<file path="config.mk">
export PLATFORM = sky130hd
export DESIGN_NAME = oh_pads_seq
export DESIGN_NICKNAME = d
export VERILOG_FILES = /design/src/rtl/oh_pads_pkg.sv /design/src/rtl/oh_pads_timer.sv /design/src/rtl/oh_pads_seq.sv
export SDC_FILE = /design/constraint.sdc
export NUM_CORES = 1
export LEC_CHECK = 0
export CORE_MARGIN = 2
export CORE_UTILIZATION = 60
export CTS_CLUSTER_DIAMETER = 120
export DETAILED_ROUTE_END_ITERATION = 16
export GPL_ROUTABILITY_DRIVEN = 0
export GPL_TIMING_DRIVEN = 0
export PLACE_DENSITY_LB_ADDON = 0.08
export SLEW_MARGIN = 25
export SYNTH_ARGS = -nofsm -noshare
export SYNTH_HDL_FRONTEND = slang
export SYNTH_HIERARCHICAL = 1
export SYNTH_SLANG_ARGS = --single-unit
export TNS_END_PERCENT = 1
</file>
<file path="constraint.sdc">
create_clock -name clk -period 4.6 [get_ports clk]
set_input_delay 0.92 -clock clk [delete_from_list [all_inputs] [get_ports clk]]
set_output_delay 0.92 -clock clk [all_outputs]
set_load 0.01 [all_outputs]
</file>
<file path="src/rtl/oh_pads_pkg.sv">
// Shared definitions for the padring power sequencer: FSM state encoding,
// timeout reload constant and small index helpers.
package oh_pads_pkg;

   typedef enum logic [2:0] {
      ST_IDLE   = 3'd0,
      ST_UP_DLY = 3'd1,
      ST_UP_ACK = 3'd2,
      ST_ON     = 3'd3,
      ST_DN_DLY = 3'd4,
      ST_ERR    = 3'd5
   } pads_state_t;

   localparam int MAX_SEGS = 16;

   // All-ones value of a TW-bit timeout counter.
   function automatic logic [31:0] tmo_reload(input int tw);
      return (tw >= 32) ? 32'hffff_ffff : ((32'd1 << tw) - 32'd1);
   endfunction

   function automatic int idx_width(input int n);
      return (n > 1) ? $clog2(n) : 1;
   endfunction

   function automatic logic [3:0] top_bit(input logic [MAX_SEGS-1:0] v);
      logic [3:0] r;
      r = '0;
      for (int k = 0; k < MAX_SEGS; k++) begin
         if (v[k]) r = 4'(k);
      end
      return r;
   endfunction

endpackage

</file>
<file path="src/rtl/oh_pads_timer.sv">
// Loadable down-counter that saturates at zero and raises a terminal flag.
module oh_pads_timer #(
   parameter int W     = 8,
   // EARLY also flags count==1, so the owner can act on the edge where the
   // count reaches zero rather than one cycle after it.
   parameter bit EARLY = 1'b0
) (
   input  logic         clk,
   input  logic         reset,
   input  logic         load,
   input  logic [W-1:0] load_val,
   input  logic         dec,
   output logic         zero
);

   logic [W-1:0] count;

   always_ff @(posedge clk) begin
      if (reset) begin
         count <= '0;
      end else if (load) begin
         count <= load_val;
      end else if (dec && (count != '0)) begin
         count <= count - W'(1);
      end
   end

   assign zero = (count == '0) || (EARLY && (count == W'(1)));

endmodule

</file>
<file path="src/rtl/oh_pads_seq.sv">
// Padring power sequencer: releases pad segments one at a time on the way up,
// waits for each supply-good, and retires them in reverse order on the way down.
//
//   state  | meaning
//   IDLE   | all segments off, waiting for start
//   UP_DLY | inter-segment delay before enabling segment idx
//   UP_ACK | segment idx enabled, waiting for its supply-good (with timeout)
//   ON     | all segments enabled and acknowledged
//   DN_DLY | delay before disabling segment idx, then idx-1 ... down to 0
//   ERR    | acknowledge timeout; everything off until reset
module oh_pads_seq
   import oh_pads_pkg::*;
#(
   parameter int N  = 4,
   parameter int DW = 8,
   parameter int TW = 12
) (
   input  logic          clk,
   input  logic          reset,
   input  logic          start,
   input  logic          stop,
   input  logic [DW-1:0] delay,
   input  logic [N-1:0]  seg_ack,
   output logic [N-1:0]  seg_en,
   output logic          busy,
   output logic          done,
   output logic          error
);

   localparam int            IW       = idx_width(N);
   localparam logic [TW-1:0] TMO_LOAD = TW'(tmo_reload(TW));
   localparam logic [IW-1:0] IDX_LAST = IW'(N - 1);

   pads_state_t   state, state_n;
   logic [IW-1:0] idx, idx_n;
   logic [N-1:0]  en_n;
   logic [DW-1:0] dly_lat;
   logic [DW-1:0] dly_val;
   logic          dly_load, dly_dec, dly_zero;
   logic          tmo_load, tmo_dec, tmo_zero;
   logic          any_en;
   logic [IW-1:0] abort_idx;

   assign any_en    = |seg_en;
   assign abort_idx = IW'(top_bit(MAX_SEGS'(seg_en)));
   // The live delay input only matters on the IDLE exit; afterwards the copy rules.
   assign dly_val   = (state == ST_IDLE) ? delay : dly_lat;

   oh_pads_timer #(.W(DW), .EARLY(1'b0)) u_dly (
      .clk      (clk),
      .reset    (reset),
      .load     (dly_load),
      .load_val (dly_val),
      .dec      (dly_dec),
      .zero     (dly_zero)
   );

   oh_pads_timer #(.W(TW), .EARLY(1'b1)) u_tmo (
      .clk      (clk),
      .reset    (reset),
      .load     (tmo_load),
      .load_val (TMO_LOAD),
      .dec      (tmo_dec),
      .zero     (tmo_zero)
   );

   always_comb begin
      state_n  = state;
      idx_n    = idx;
      en_n     = seg_en;
      dly_load = 1'b0;
      dly_dec  = 1'b0;
      tmo_load = 1'b0;
      tmo_dec  = 1'b0;
      unique case (state)
         ST_IDLE: begin
            if (start && !stop) begin
               state_n  = ST_UP_DLY;
               idx_n    = '0;
               dly_load = 1'b1;
            end
         end
         ST_UP_DLY: begin
            if (stop) begin
               if (any_en) begin
                  state_n  = ST_DN_DLY;
                  idx_n    = abort_idx;
                  dly_load = 1'b1;
               end else begin
                  state_n = ST_IDLE;
               end
            end else if (dly_zero) begin
               en_n[idx] = 1'b1;
               state_n   = ST_UP_ACK;
               tmo_load  = 1'b1;
            end else begin
               dly_dec = 1'b1;
            end
         end
         ST_UP_ACK: begin
            if (stop) begin
               // The segment under test is already enabled, so abort_idx is valid.
               state_n  = ST_DN_DLY;
               idx_n    = abort_idx;
               dly_load = 1'b1;
            end else if (seg_ack[idx]) begin
               if (idx == IDX_LAST) begin
                  state_n = ST_ON;
               end else begin
                  idx_n    = idx + IW'(1);
                  state_n  = ST_UP_DLY;
                  dly_load = 1'b1;
               end
            end else if (tmo_zero) begin
               state_n = ST_ERR;
               en_n    = '0;
            end else begin
               tmo_dec = 1'b1;
            end
         end
         ST_ON: begin
            if (stop) begin
               state_n  = ST_DN_DLY;
               idx_n    = IDX_LAST;
               dly_load = 1'b1;
            end
         end
         ST_DN_DLY: begin
            if (dly_zero) begin
               en_n[idx] = 1'b0;
               if (idx == '0) begin
                  state_n = ST_IDLE;
               end else begin
                  idx_n    = idx - IW'(1);
                  dly_load = 1'b1;
               end
            end else begin
               dly_dec = 1'b1;
            end
         end
         ST_ERR: begin
            state_n = ST_ERR;
         end
         default: begin
            state_n = ST_IDLE;
            en_n    = '0;
         end
      endcase
   end

   always_ff @(posedge clk) begin
      if (reset) begin
         state   <= ST_IDLE;
         idx     <= '0;
         seg_en  <= '0;
         dly_lat <= '0;
         busy    <= 1'b0;
         done    <= 1'b0;
         error   <= 1'b0;
      end else begin
         state  <= state_n;
         idx    <= idx_n;
         seg_en <= en_n;
         if ((state == ST_IDLE) && (state_n == ST_UP_DLY)) begin
            dly_lat <= delay;
         end
         busy  <= (state_n == ST_UP_DLY) || (state_n == ST_UP_ACK) || (state_n == ST_DN_DLY);
         done  <= (state_n == ST_ON);
         error <= (state_n == ST_ERR);
      end
   end

endmodule

</file>
# --- After elaboration in Yosys (flattened, before gate mapping) ---
# Cells that the tools add are included.
totals:
  mem_bits_rw: 0
  reg_bits: 40
  inputBits: 16
  latchBits: 0
  mem_count: 0
  mem_bits_ro: 0
  output_inout_bits: 7
  word_cells: 127
classes:
  reduce_logical: 22
  mux: 61
  order_cmp: 2
  addsub: 4
  bitwise_logic: 4
  mul: 0
  div: 0
  shift: 0
  eq_ne: 25
ops:
  columns: ["cell", "count"]
  rows:
  - ["$mux 3", 10]
  - ["$mux 12", 2]
  - ["$mux 2", 12]
  - ["$mux 4", 6]
  - ["$mux 8", 3]
  - ["$mux 1", 21]
  - ["$ne 2x2->1 const B", 10]
  - ["$pmux 3 s6", 1]
  - ["$pmux 4 s4", 1]
  - ["$eq 12x1->1 const B", 1]
  - ["$eq 3x2->1 const B", 4]
  - ["$eq 3x3->1 const B", 4]
  - ["$logic_not 12->1", 1]
  - ["$reduce_bool 12->1", 1]
  - ["$sub 12x1->12 const B", 1]
  - ["$pmux 2 s5", 1]
  - ["$reduce_and 9->1", 1]
  - ["$logic_not 8->1", 1]
  - ["$reduce_bool 8->1", 1]
  - ["$sub 8x1->8 const B", 1]
  - ["$reduce_and 7->1", 1]
  - ["$eq 3x1->1 const B", 2]
  - ["$ne 3x3->1 const B", 2]
  - ["$logic_and 1x1->1", 5]
  - ["22 further kinds", 25]

# --- Logic depth before layout (Yosys ltp) ---
depth:
  depth_word: 9
  mapped_depth: 11
  mapped_depth_nobuf: 10

# --- Hierarchy ---
# Netlist, hierarchy kept.
by_module_without_submodules:
  columns: ["module", "n_inst", "area_each_um2", "cells_each", "seq_area_each_um2"]
  rows:
  - ["oh_pads_seq", 1, 1307.5, 145, 400.4]
  - ["oh_pads_timer at u_tmo", 1, 860.8, 102, 240.2]
  - ["oh_pads_timer at u_dly", 1, 515.5, 59, 160.2]

# --- Worst setup path after synthesis ---
# Ideal clock, no wire load.
synth_timing:
  kind: "input to register"
  from: "input port seg_ack[3]"
  to: "register u_tmo.count[3]"
  required_ns: 4.509
  cell_stages: 6
  setup_time_ns: 0.091
  path_buffers: 1
  arrival_time_ns: 2.830
  path_slack_ns: 1.679
  cell_sequence: "mux4_2 > nor4_2 > clkbuf_1 > o41ai_4 > or3_2 > a311oi_1"
synth_between:
  elab_chain_len: 7
synth_lines:
  columns: ["item", "line_no", "text"]
  rows:
  - ["from (decl)", "oh_pads_seq.sv:23", "input logic [N-1:0] seg_ack,"]
  - ["$bmux 1 s2", "oh_pads_seq.sv:106", "end else if (seg_ack[idx]) begin"]
  - ["$mux 1 (implied by the code)", "oh_pads_seq.sv:106", null]
  - ["$mux 1", "oh_pads_seq.sv:106", null]
  - ["$mux 1", "oh_pads_seq.sv:101", "if (stop) begin"]
  - ["$mux 1", "oh_pads_seq.sv:75", "unique case (state)"]
  - ["net tmo_dec", "oh_pads_seq.sv:40", "logic tmo_load, tmo_dec, tmo_zero;"]
  - ["$logic_and 1x1->1", "oh_pads_timer.sv:23", "end else if (dec && (count != '0)) begin"]
  - ["$reduce_bool 2->1 (no source line)", null, null]
  - ["to (signal assigned)", "oh_pads_timer.sv:22", "count <= load_val;"]
  - ["to (signal assigned)", "oh_pads_timer.sv:24", "count <= count - W'(1);"]
  - ["to (decl)", "oh_pads_timer.sv:16", "logic [W-1:0] count;"]
# The timed path passes the listed nets, and every way through them passes these cells. The select of a mux whose other input is x is not followed.
# A chain may end at the register's enable or synchronous reset.

# --- Final worst setup path ---
layout_timing:
  from: "register u_dly.count[2]"
  to: "register u_dly.count[1]"
layout_between:
  elab_cells_between_ends: 10
  cone_classes: "6 x mux; 4 x reduce/logical"
layout_lines:
  columns: ["item", "line_no", "text"]
  rows:
  - ["from (decl)", "oh_pads_timer.sv:16", null]
  - ["from (signal assigned)", "oh_pads_timer.sv:22", null]
  - ["from (signal assigned)", "oh_pads_timer.sv:24", null]
  - ["$logic_not 8->1 (*)", "oh_pads_timer.sv:28", "assign zero = (count == '0) || (EARLY && (count == W'(1)));"]
  - ["net dly_zero", "oh_pads_seq.sv:39", "logic dly_load, dly_dec, dly_zero;"]
  - ["$mux 1 (*)", "oh_pads_seq.sv:129", "if (dly_zero) begin"]
  - ["$pmux 1 s5 (*)", "oh_pads_seq.sv:75", null]
  - ["net dly_load", "oh_pads_seq.sv:39", null]
  - ["$mux 8 / $reduce_bool 2->1 (equally long branches)", null, null]
# The timed path passes the listed nets; every way through them passes the cells marked *.

==> results.toml <==
[outcome]
status = "finished clean"

[synthesis]
yosysSeqAreaShare_pct = 29.84
synth_edf_count = 0
yosysWarnings = 6
avgSynthCellArea_sq_um = 8.771
synth_largest_type_area_fraction_pct = 29.84
synth.distinct_cells = 69
synthTopCellsByArea = "dfxtp_1 (30%), nor2_1 (4.9%), ha_1 (4.2%)"
synth_area_sq_um = 2684
ys.flop_type = "dfxtp_1"
synthArstFlopShare_pct = 0
ys_ff_latch = 40
synth_top_cell_by_area = "dfxtp_1"
synthesis.instances = 306

[global_routing]
grt-ovfl-total = 0
grt_max_degree = 12
antenna_found_initial = 0
grt_pass1_vias = 2232
grt_pass1_wl_microns = 10140
grt_use_total_pct = 24.85

[floorplanning]
die-area_sq_um = 5024
coreArea_sq_um = 4324
initial_core_util_pct = 62.07
io_pins = 23
rows = 24
die_width_microns = 70.88
die_y_microns = 70.88

[pwr]
p_total_uw = 830.5
power.density_nw_per_um2 = 268.2
p_leak_uw = 0.001181
ir_drop_mv = 0.1662

[worst_setup_path]
start_kind = "register"
cp-end-kind = "register"
critPathTopFamily = "simple AND/OR/NAND/NOR gates"
slowest_stage = "nor4_1"
critical_path.max_stage_delay_ns = 0.64
critPathRequiredTime_ns = 4.75
cp.arrival_ns = 3.63
rrSetupSlack_ns = 1.12
worstPathCellList = "or4_4, nor4_1, nand2b_1, or3_1, nand4_1, clkbuf_1, clkinv_1, nand4b_1, o211ai_1"
path_class = "reg2reg"
critPathMaxFanout = 10
worst-path-buf-inv = 2

[timing]
hold_viol = 0
fmax_mhz = 287.3
fin_crit_sh_pct = 75.66
finalClockSkew_ns = 0.01013
slew_viol_final = 0
layout_min_cycle_time_ns = 3.480
rsz0062_at_grt = "no"
slew_headroom_pct = 45.24
max_slew.worst_pin.slew_ns = 0.8138
setup_tns_ns = 0
setup_viol = 0

[cells_and_area]
final_cell_area_sq_um = 3097
utilization_pct = 71.61
drive_gt1_share_pct = 14.49
antenna_cells = 0
nFillCells = 343
area.growth.synth_to_final_pct = 15.38
stdcell_count = 397
finalNetCount = 370

[drt]
ant_nets = 0
drt-met1-wl_microns = 2795
wl_met3_microns = 265
drt-vias-per-instance = 6.131
first_pass_iters = 5
drtIter0Drc = 228
drc = 0
wl_per_cell_microns = 14.59
highest_layer = "met4"
num_vias = 2434
wl_met2_microns = 2668
wl_microns = 5793

[clock_network]
clock-sinks = 40
cts_hold_buf = 0
clock_latency_ns = 0.28
cts_resized = 0
htree_levels = 2
cts_setup_buffers = 0
clk_path_buf_depth = 2
numCtsBuffers = 5
root_buffer = "clkbuf_8"
path_clk_slew_ns = 0.07
tritoncts = "yes"

[place]
placed_area_sq_um = 3000
port_buffers = 21
dpl.hpwl_microns = 4338
dp.cells = 390

[hold_path]
hold_path_class = "reg2reg"

[run]
cap_violations = 0
## Yosys cell counts (6+ instances only)
cell / instances
nor2b_1: 6
inv_1: 14
mux2_2: 8
a311oi_1: 6
or3_2: 6
a21oi_1: 18
mux2i_1: 10
o21ai_0: 14
or4_1: 6
nor3_1: 8
nor2_1: 35
nor3b_1: 6
nor4_1: 6
a22o_1: 6
nand2b_1: 6
dfxtp_1: 40
nand2_1: 6
clkbuf_1: 11
ha_1: 9
## cell usage in the layout (no fill, tap or decap), types with 4 or more instances in the layout
master,count
a311oi_1,6
ha_1,9
clkdlybuf4s50_1,21
a22o_1,6
nor2b_1,6
dfxtp_1,40
o21ai_0,14
or4_1,6
nor3b_1,6
xnor2_1,5
a21oi_1,18
conb_1,12
inv_1,14
o211ai_1,4
clkbuf_8,7
nor2_1,35
nor3_1,8
mux2_2,8
nand2b_1,6
o21bai_1,5
mux2i_1,10
nand2_1,6
clkbuf_1,11
nor4_1,6
o31ai_1,5
or3_2,6
## per-layer routing
| layer | vias up | GRT usage [%] |
|---|---|---|
| met4 | 0 | 7.547 |
| met3 | 8 | 3.704 |
| met1 | 1130 | 34.05 |
| li1 | 1215 | - |
| met5 | - | 0 |
| met2 | 81 | 40.71 |
## final cells by class
class / count / area (sq um) / area share [%]
buffer: 18 / 82.58 / 2.667
inverter: 15 / 56.30 / 1.818
tap: 52 / 65.06 / 2.101
timing repair buffer: 21 / 210.2 / 6.788
clock buffer: 7 / 96.34 / 3.111
multi-input combinational: 244 / 1785 / 57.66
sequential: 40 / 800.8 / 25.86
## worst min-delay path: stages, from the launching register on
cell and delay, ns:
dfxtp_1 0.32, mux2i_1 0.06, nor2_1 0.07
## where the power goes
part / total, uW / switching [uW] / internal (uW)
sequential: 379 / 15.8 / 363
combinational: 205 / 112 / 93.5
clock: 246 / 112 / 134
total: 830 / 240 / 590
## sequential cells by signal, indices dropped and copies added, names as in the netlist
signal and flops:
u_dly/count 8, error 1, done 1, idx 2, state 3, u_tmo/count 12
seg_en 4, dly_lat 8, busy 1
## cell families (layout without fill, tap and decap cells)
logic type	Yosys count	count (layout)	synth area share, %
other	1	12	0.1397
muxes	19	19	7.926
and+or+nand+nor	114	114	25.88
xor gates and xnor gates	5	5	1.632
AOI/OAI and AO/OA	85	85	25.22
DFF	40	40	29.84
buffers and inverters	33	61	5.175
adders and majority gates	9	9	4.196
## metrics by stage
stage | hold slack (ns) | setup WS [ns]
after floorplan | 0.4593 | 1.679
after global placement | 0.4716 | 1.018
after detailed placement | 0.4834 | 0.9928
after CTS | 0.5025 | 1.165
after global routing | 0.5310 | 0.8273
final | 0.4955 | 1.120
## final timing paths
path	start	end	cells after the start
hold reg to reg	dly_lat[3]	dly_lat[3]	2
setup reg to reg	u_dly/count[2]	u_dly/count[1]	9
setup / recovery	u_dly/count[2]	u_dly/count[1]	9
hold / removal	dly_lat[3]	dly_lat[3]	2
(Power assumes the default switching activity.)
